[src/rtl/hack_pkg.sv]
// Shared types and constants for the Hack ROM loader.
package hack_pkg;

  localparam int HACK_ROM_AW = 15;
  localparam int HACK_WORD_W = 16;

  localparam logic [HACK_WORD_W-1:0] HACK_CLEAR_WORD = 16'h0000;

  typedef enum logic [1:0] {
    RUN   = 2'd0,
    LOAD  = 2'd1,
    CLEAR = 2'd2,
    HOLD  = 2'd3
  } loader_state_e;

endpackage

[src/rtl/hack_reset_stretch.sv]
// CPU reset stretcher: counts CYCLES clocks after restart drops, then flags done.
module hack_reset_stretch #(
  parameter int CYCLES = 16
) (
  input  logic clk_sys,
  input  logic reset,
  input  logic restart,
  output logic done
);

  localparam int CW = $clog2(CYCLES + 1);

  logic [CW-1:0] cnt;

  // done marks the last of the CYCLES held cycles, so the caller leaves on it
  assign done = !restart && (cnt == CW'(CYCLES - 1));

  // Counter runs from 0 while not restarted and parks at the terminal count
  always_ff @(posedge clk_sys) begin
    if (reset || restart) begin
      cnt <= '0;
    end else if (!done) begin
      cnt <= cnt + CW'(1);
    end
  end

endmodule

[src/rtl/hack_rom_loader.sv]
// Hack ROM loader: arbitrates the ROM32K port between the hps_io download
// channel and CPU instruction fetch, and holds the CPU in reset meanwhile.
// Optional zero-fill of unwritten words: define HACK_LOADER_CLEAR_EN.
//
// state | meaning
// RUN   | CPU fetches from ROM, cpu_reset low
// LOAD  | download active, each accepted strobe committed one cycle later
// CLEAR | zero-fill words from word_count up to the top of ROM
// HOLD  | CPU held in reset for RELEASE_CYCLES while ROM prefetches pc
module hack_rom_loader
  import hack_pkg::*;
#(
  parameter int ROM_AW         = HACK_ROM_AW,
  parameter int RELEASE_CYCLES = 16
) (
  input  logic                   clk_sys,
  input  logic                   reset,
  input  logic                   ioctl_download,
  input  logic                   ioctl_wr,
  input  logic [24:0]            ioctl_addr,
  input  logic [HACK_WORD_W-1:0] ioctl_dout,
  output logic                   ioctl_wait,
  input  logic [ROM_AW-1:0]      pc,
  output logic [HACK_WORD_W-1:0] instruction,
  output logic [ROM_AW-1:0]      rom_addr,
  output logic [HACK_WORD_W-1:0] rom_din,
  output logic                   rom_we,
  input  logic [HACK_WORD_W-1:0] rom_dout,
  output logic                   cpu_reset,
  output logic [ROM_AW:0]        word_count,
  output logic                   overflow
);

  loader_state_e state, state_next;

  logic                   pend_valid;
  logic [ROM_AW-1:0]      pend_addr;
  logic [HACK_WORD_W-1:0] pend_data;
  logic                   rel_done;
  logic                   addr_unused;

  // Byte address to word address; odd byte lane is ignored
  logic [ROM_AW-1:0] w;
  logic [ROM_AW:0]   w_inc;
  logic              in_range;
  logic              accept;
  logic              enter_load;

  assign w           = ioctl_addr[ROM_AW:1];
  assign w_inc       = {1'b0, w} + {{ROM_AW{1'b0}}, 1'b1};
  assign in_range    = (ioctl_addr[24:ROM_AW+1] == '0);
  assign accept      = (state == LOAD) && ioctl_wr && in_range;
  assign enter_load  = (state != LOAD) && (state_next == LOAD);
  assign addr_unused = ioctl_addr[0];

`ifdef HACK_LOADER_CLEAR_EN
  logic [ROM_AW-1:0] clr_ptr;
`endif

  hack_reset_stretch #(
    .CYCLES (RELEASE_CYCLES)
  ) u_reset_stretch (
    .clk_sys (clk_sys),
    .reset   (reset),
    .restart (state != HOLD),
    .done    (rel_done)
  );

  // State register, pending write capture and load bookkeeping
  always_ff @(posedge clk_sys) begin
    if (reset) begin
      state      <= HOLD;
      pend_valid <= 1'b0;
      pend_addr  <= '0;
      pend_data  <= '0;
      word_count <= '0;
      overflow   <= 1'b0;
`ifdef HACK_LOADER_CLEAR_EN
      clr_ptr    <= '0;
`endif
    end else begin
      state      <= state_next;
      pend_valid <= accept;
      if (accept) begin
        pend_addr <= w;
        pend_data <= ioctl_dout;
      end
      if (enter_load) begin
        word_count <= '0;
        overflow   <= 1'b0;
      end else if ((state == LOAD) && ioctl_wr) begin
        if (!in_range) begin
          overflow <= 1'b1;
        end else if (w_inc > word_count) begin
          word_count <= w_inc;
        end
      end
`ifdef HACK_LOADER_CLEAR_EN
      // word_count is final by the LOAD exit cycle, so the pointer lands on it
      if (state == LOAD) begin
        clr_ptr <= word_count[ROM_AW-1:0];
      end else if (state == CLEAR) begin
        clr_ptr <= clr_ptr + ROM_AW'(1);
      end
`endif
    end
  end

  // Next state and ROM port steering
  always_comb begin
    state_next = state;
    rom_addr   = pc;
    rom_din    = pend_data;
    rom_we     = 1'b0;
    ioctl_wait = 1'b0;
    case (state)
      RUN: begin
        if (ioctl_download) state_next = LOAD;
      end
      LOAD: begin
        if (pend_valid) begin
          rom_we     = 1'b1;
          rom_addr   = pend_addr;
          ioctl_wait = 1'b1;
        end
        // A strobe coincident with the download fall keeps us here one more cycle
        if (!ioctl_download && !(ioctl_wr && in_range)) begin
`ifdef HACK_LOADER_CLEAR_EN
          state_next = word_count[ROM_AW] ? HOLD : CLEAR;
`else
          state_next = HOLD;
`endif
        end
      end
`ifdef HACK_LOADER_CLEAR_EN
      CLEAR: begin
        if (ioctl_download) begin
          state_next = LOAD;
        end else begin
          rom_we   = 1'b1;
          rom_din  = HACK_CLEAR_WORD;
          rom_addr = clr_ptr;
          if (clr_ptr == '1) state_next = HOLD;
        end
      end
`endif
      HOLD: begin
        if (ioctl_download) state_next = LOAD;
        else if (rel_done)  state_next = RUN;
      end
      default: state_next = HOLD;
    endcase
    // A write still pending when reset hits must not reach the ROM
    if (reset) begin
      rom_we     = 1'b0;
      ioctl_wait = 1'b0;
    end
  end

  assign cpu_reset   = reset || (state != RUN);
  assign instruction = (!reset && (state == RUN)) ? rom_dout : '0;

endmodule
[config.mk]
export PLATFORM = sky130hd
export DESIGN_NAME = hack_rom_loader
export DESIGN_NICKNAME = d
export VERILOG_FILES = /design/src/rtl/hack_pkg.sv /design/src/rtl/hack_reset_stretch.sv /design/src/rtl/hack_rom_loader.sv
export SDC_FILE = /design/constraint.sdc
export NUM_CORES = 1
export LEC_CHECK = 0
export CELL_PAD_IN_SITES_DETAIL_PLACEMENT = 1
export CELL_PAD_IN_SITES_GLOBAL_PLACEMENT = 2
export CORE_ASPECT_RATIO = 0.5
export CORE_MARGIN = 3
export CORE_UTILIZATION = 24
export CTS_CLUSTER_SIZE = 8
export DETAILED_ROUTE_END_ITERATION = 7
export HOLD_SLACK_MARGIN = 0.06
export PLACE_DENSITY = 0.84
export SYNTH_ARGS = -nofsm -noshare
export SYNTH_HDL_FRONTEND = slang
export SYNTH_SLANG_ARGS = --single-unit
[constraint.sdc]
create_clock -name clk_sys -period 5.05 [get_ports clk_sys]
set_input_delay 0.7575 -clock clk_sys [delete_from_list [all_inputs] [get_ports clk_sys]]
set_output_delay 0.7575 -clock clk_sys [all_outputs]
set_load 0.01 [all_outputs]
==> results of run 1 <==
worst paths after layout:
path / start / endpoint / slack [ns]
setup / recovery: ioctl_addr[3] / word_count[3] / 0.93
hold / removal: pend_addr[5] / pend_addr[5] / 0.46
setup reg to reg: word_count[13] / word_count[3] / 2.57
hold reg to reg: pend_addr[5] / pend_addr[5] / 0.46
per-layer routing:
metal | global-route usage [%] | part of all wire [%] | vias up
met4 | 2.60 | 0.67 | 0
li1 | - | - | 1562
met3 | 2.18 | 2.7 | 6
met1 | 18.2 | 48 | 1430
met5 | 0 | 0 | -
met2 | 24.1 | 49 | 38
cells by family after synthesis:
| family | after synthesis | share of synthesized area, % |
|---|---|---|
| and+or+nand+nor | 171 | 25.7 |
| DFF | 56 | 35.7 |
| AOI/OAI and AO/OA | 53 | 9.55 |
| buffers and inverters | 41 | 6.25 |
| muxes | 32 | 10.8 |
| adders and majority gates | 19 | 7.56 |
| xor gates and xnor gates | 16 | 4.46 |
power groups by stage:
stage                     registers, mW  clock network, mW  logic, mW
after floorplan                   0.456                  0     0.0576
after global placement            0.457                  0      0.147
after detailed placement          0.457                  0      0.149
after CTS                         0.447              0.368      0.150
after global routing              0.447              0.387      0.164
final                             0.447              0.349      0.148
cells in the final DEF, fill, tap and decap left out, types with 5 or more instances in the layout:
master and count:
clkbuf_16 5, nand2_1 98, nor3_1 8, nand3_1 8
mux2_2 15, nor2b_1 5, and2_1 16, xnor2_1 7
mux2i_1 17, buf_4 7, clkdlybuf4s50_1 141, nor2_1 12
nand4_1 8, dfxtp_1 56, a21oi_1 39, xor2_1 9
inv_1 19, ha_1 19
per-stage QoR:
| stage | setup slack (ns) | hold slack, ns |
|---|---|---|
| 4_1_cts | 0.889 | 0.458 |
| 3_5_place_dp | 0.570 | 0.447 |
| 3_3_place_gp | 0.755 | 0.441 |
| 5_1_grt | 0.563 | 0.473 |
| 2_1_floorplan | 1.84 | 0.434 |
| 6_report | 0.930 | 0.455 |
worst min-delay path, stage by stage, from the launching register on:
cell,delay [ns]
dfxtp_1,0.31
nand2_1,0.05
a21oi_1,0.05
layout make-up:
type | count | area, sq um | area share, %
Clock buffer | 6 | 129 | 2.66
Clock inverter | 2 | 16.3 | 0.336
Inverter | 19 | 71.3 | 1.47
Multi-Input combinational cell | 291 | 1830 | 37.9
Sequential cell | 56 | 1120 | 23.2
Tap cell | 165 | 206 | 4.26
Timing Repair Buffer | 148 | 1460 | 30.2
state kept, by name (all words and copies together), names as in the netlist:
name	cells
rom_din	16
word_count	16
pend_addr	15
u_reset_stretch.cnt	5
state	2
overflow	1
pend_valid	1
Yosys cell counts (3+ instances only):
cell	count
inv_1	19
and3_1	3
o21ai_0	3
xnor2_1	7
mux2_2	15
nor3_1	8
and2_1	16
mux2i_1	17
clkbuf_1	12
nand2_1	98
dfxtp_1	56
and4_1	3
buf_2	4
a21oi_1	40
nand3_1	8
nor2_1	12
ha_1	19
nor2b_1	6
nand4_1	8
xor2_1	9
==> metrics.yaml, run 1 <==
synth:
  syn-cell-area_sq_mm: 0.00314
  synth-edff-count: 0
  yosysTopAreaCellShare_pct: 35.7
  synth_area_per_cell_sq_um: 8.10
  yosys_warnings: 0
  async_reset_ff_share_pct: 0
  syn_inst: 388
  ys_seq_area_share_pct: 35.7
  synth_ff_type: "dfxtp_1"
  synth_top_area_cell: "dfxtp_1"
  synth_area_leaders: "dfxtp_1 (36%), nand2_1 (12%), ha_1 (7.6%)"
  ys_ff_latch: 56
  syn-num-nets: 483
  synthDistinctLibCells: 41
routing:
  drtIter0Drc: 73
  viasPerCell: 4.42
  via_count: 3036
  wl_per_cell_um: 14.9
  ant_nets: 0
  drc: 0
  wirelength_mm: 10.2
  drtPass1Iterations: 4
final_layout:
  stdcell_area_sq_mm: 0.00484
  antennaDiodeCount: 0
  area_growth_pct: 54.0
  final_nets: 616
  utilization_pct: 39.4
  fillCellCount: 1445
  final_cells: 687
  drive_above_1_share_pct: 6.70
setup_path:
  crit_family: "simple AND/OR/NAND/NOR gates"
  cpPeakStageDelay_ns: 0.65
  crit_slowest_cell: "clkdlybuf4s50_1"
  crit_type: "in -> reg"
  cp.arrival_ns: 4.34
  critPathMaxFanout: 7
  cp.required_ns: 5.27
  crit_cells: 12
  cp-end-kind: "flop"
  cp_cell_sequence: "clkdlybuf4s50_1 > nand3_1 > nor2_1 > a21oi_1 > or2_2 > ha_1 > nand4_1 > nor3_1 > a21boi_0 > o41a_1 > buf_4 > mux2i_1"
  crit_buf_inv: 2
  startpoint_type: "input pin"
  r2r_cells: 8
timing:
  setup_viol: 0
  hold_violations: 0
  rsz0062_at_grt: "no"
  fin_worst_skew_ns: 0.00290
  period_minus_slack_ns: 4.12
  worst_pin_slew_ns: 0.790
  slew_headroom_pct: 47.2
  tns_ns: 0
  drv_slew: 0
  fmax_ghz: 0.243
  fin_crit_sh_pct: 81.6
min_path:
  hold_path_depth: 2
  hp-class: "reg -> reg"
placed_design:
  gp_congestion: 0.780
  dp_hpwl_mm: 8.11
  port_buffers: 141
  dpl.cell_count: 679
  placed_cell_area_sq_mm: 0.00470
floorplanning:
  core-area_sq_mm: 0.0123
  ios: 143
  start_util_pct: 25.6
  rows: 28
  die_x_um: 168
  dieHeight_um: 86.9
  dieArea_sq_mm: 0.0146
clock_network:
  postCtsSetupBuffers: 0
  cts_root_buf: "clkbuf_16"
  htree_levels: 2
  cts_resized: 0
  cts_buffers: 5
  clockBufferDepth: 2
  cts.sinks: 56
  clk_pin_slew_ns: 0.07
  cts_tree: "done"
  clk_latency_ns: 0.29
  hold_buffers: 0
global_route:
  overflow: 0
  grt_max_degree: 38
  grt_pass1_vias: 3144
  grt_pass1_wl_mm: 16.3
  antenna_found_initial: 0
  grt_use_total_pct: 13.7
power:
  powerDensity_mw_per_mm2: 195
  p_clk_share_pct: 37.0
  switchingPower_mw: 0.227
  ir_drop_mv: 0.113
  switching_share_pct: 24.0
  total_power_mw: 0.944
  p_int_mw: 0.717
  power_frac_comb_pct: 15.7
  seq_power_share_pct: 47.3
  p_leak_nw: 1.68
outcome:
  status: "completed"
run:
  maxCapViolCount: 0
No activity file was read; power rests on OpenSTA's default activity.
==> run 2, diff against run 1 <==
Settings changed: CORE_UTILIZATION 24 to 20, PLACE_DENSITY 0.84 to 0.74.
Clock period 5.05 ns to 3.75 ns, I/O delays scaled along.
==> metrics.yaml, run 2 (same netlist as run 1, synthesis figures left out) <==
clock_network:
  cts_resized: 0  # unchanged
  cts.sinks: 56  # unchanged
  htree_levels: 2  # unchanged
  clockBufferDepth: 2  # unchanged
  cts_root_buf: "clkbuf_16"  # unchanged
  clk_pin_slew_ns: 0.08  # was 0.07 ns
  clk_latency_ns: 0.30  # was 0.29 ns
  cts_buffers: 5  # unchanged
  postCtsSetupBuffers: 0  # unchanged
  hold_buffers: 0  # unchanged
  cts_tree: "done"  # unchanged
setup_path:
  cp-end-kind: "flop"  # unchanged
  reg2reg_slack_ns: 1.57  # was 2.57 ns
  crit_slowest_cell: "clkdlybuf4s50_1"  # unchanged
  r2r_cells: 8  # unchanged
  rr_endpoint: "word_count[13]"  # was word_count[3]
  worstSetupEndpoint: "word_count[13]"  # was word_count[3]
  critPathMaxFanout: 9  # was 7
  cp.required_ns: 3.98  # was 5.27 ns
  timing.rr.start: "word_count[14]"  # was word_count[13]
  crit_family: "simple AND/OR/NAND/NOR gates"  # unchanged
  cpPeakStageDelay_ns: 0.49  # was 0.65 ns
  critPathLaunch: "ioctl_addr[1]"  # was ioctl_addr[3]
  crit_cells: 12  # unchanged
  crit_type: "in -> reg"  # unchanged
  cp.arrival_ns: 3.67  # was 4.34 ns
  crit_buf_inv: 2  # unchanged
  cp_cell_sequence: "clkdlybuf4s50_1 > ha_1 > nand4_1 > nor4_1 > xor2_1 > ha_1 > nand4_1 > nor3_1 > a21boi_0 > o41a_1 > buf_4 > mux2i_1"  # was clkdlybuf4s50_1 > nand3_1 > nor2_1 > a21oi_1 > or2_2 > ha_1 > nand4_1 > nor3_1 > a21boi_0 > o41a_1 > buf_4 > mux2i_1
  startpoint_type: "input pin"  # unchanged
routing:
  ant_nets: 0  # unchanged
  wirelength_mm: 10.8  # was 10.2 mm
  drtIter0Drc: 76  # was 73
  drtPass1Iterations: 4  # unchanged
  viasPerCell: 4.28  # was 4.42
  via_count: 3160  # was 3,036
  wl_per_cell_um: 14.6  # was 14.9 um
  drc: 0  # unchanged
power:
  total_power_mw: 1.38  # was 0.944 mW
  powerDensity_mw_per_mm2: 273  # was 195 mW/mm^2
  ir_drop_mv: 0.129  # was 0.113 mV
  p_leak_nw: 1.79  # was 1.68 nW
global_route:
  grt_pass1_vias: 3190  # was 3,144
  grt_use_total_pct: 12.1  # was 13.7%
  overflow: 0  # unchanged
  grt_pass1_wl_mm: 16.9  # was 16.3 mm
  grt_max_degree: 34  # was 38
  antenna_found_initial: 0  # unchanged
placed_design:
  dp_hpwl_mm: 8.54  # was 8.11 mm
  dpl.cell_count: 731  # was 679
  gp_congestion: 0.743  # was 0.780
  pre_cts_slack_ns: 0.0262  # was 0.570 ns
  placed_cell_area_sq_mm: 0.00488  # was 0.00470 sq mm
  port_buffers: 141  # unchanged
timing:
  hold_violations: 0  # unchanged
  worst_pin_slew_ns: 0.778  # was 0.790 ns
  fmax_ghz: 0.291
  setup_viol: 0  # unchanged
  period_minus_slack_ns: 3.44
  slew_headroom_pct: 48.0  # was 47.2%
  setup_ws_ns: 0.312  # was 0.930 ns
  fin_worst_skew_ns: 0.00759  # was 0.00290 ns
  rsz0062_at_grt: "no"  # unchanged
  drv_slew: 0  # unchanged
  tns_ns: 0  # unchanged
  fin_hold_ws_ns: 0.458  # was 0.455 ns
  fin_crit_sh_pct: 91.7
floorplanning:
  die_x_um: 183  # was 168 um
  dieHeight_um: 94.7  # was 86.9 um
  dieArea_sq_mm: 0.0174  # was 0.0146 sq mm
  rows: 31  # was 28
  ios: 143  # unchanged
  core-area_sq_mm: 0.0149  # was 0.0123 sq mm
  start_util_pct: 21.1  # was 25.6%
final_layout:
  utilization_pct: 33.8  # was 39.4%
  layout_commonest_cell: "clkdlybuf4s50_1"  # unchanged
  drive_above_1_share_pct: 10.2  # was 6.70%
  stdcell_area_sq_mm: 0.00505  # was 0.00484 sq mm
  final_cell_mix: "clkdlybuf4s50_1 (141), nand2_1 (98), dfxtp_1 (56), a21oi_1 (39), buf_4 (26)"  # was clkdlybuf4s50_1 (141), nand2_1 (98), dfxtp_1 (56), a21oi_1 (39)
  fillCellCount: 1751  # was 1,445
  area_growth_pct: 60.6  # was 54.0%
  register_area_sq_mm: 0.00112  # unchanged
  final_nets: 635  # was 616
  multiInputGateArea_sq_mm: 0.00183  # unchanged
  antennaDiodeCount: 0  # unchanged
  final_cells: 739  # was 687
outcome:
  status: "completed"  # unchanged
run:
  maxCapViolCount: 0  # unchanged
min_path:
  hp-class: "reg -> reg"  # unchanged
## run 2: cell count changes in the layout (fill, tap and decap cells not counted), sizes merged
cell    before  now
clkinv       1    0
clkbuf       6    5
buf          7   26
inv         19   20
bufinv       0    1
## run 2: how the worst min path moves through the flow
| stage | cells past startpoint | endpoint | from |
|---|---|---|---|
| finish | 2 | rom_din[1] | rom_din[1] |
| global route | 2 | rom_din[1] | rom_din[1] |
| CTS | 2 | rom_din[6] | rom_din[6] |
| detailed placement | 2 | rom_din[6] | rom_din[6] |
| global placement | 2 | rom_din[12] | rom_din[12] |
| floorplan | 2 | pend_addr[0] | pend_addr[0] |
## run 2: worst register-to-register path: stages, from the launching register on
cell and delay [ns]:
dfxtp_1 0.38, inv_1 0.06, ha_1 0.32, nand4_1 0.13, nor3_1 0.34, a21boi_0 0.26, o41a_1 0.21, buf_4 0.22
mux2i_1 0.21
## run 2: final cells by class
| class | count | share of cell area [%] |
|---|---|---|
| Timing Repair Buffer | 167 | 31.8 |
| Multi-Input combinational cell | 291 | 36.3 |
| Tap cell | 198 | 4.90 |
| Clock buffer | 5 | 2.48 |
| Clock inverter | 3 | 0.917 |
| Sequential cell | 56 | 22.2 |
| Inverter | 19 | 1.41 |
## run 2: where the power goes
group / switching, mW / leakage (nW) / internal [mW]
registers: 0.00389 / 0.452 / 0.598
logic: 0.0862 / 1.26 / 0.129
clock network: 0.241 / 0.0804 / 0.319
## run 2: per-layer routing
| layer | GRT usage (%) | part of all wire, % | routed length, um |
|---|---|---|---|
| met1 | 16.1 | 47 | 5030 |
| met2 | 21.2 | 49 | 5310 |
| met3 | 1.81 | 3.6 | 392 |
| met4 | 2.28 | 0.74 | 80 |
| met5 | 0 | 0 | 0 |
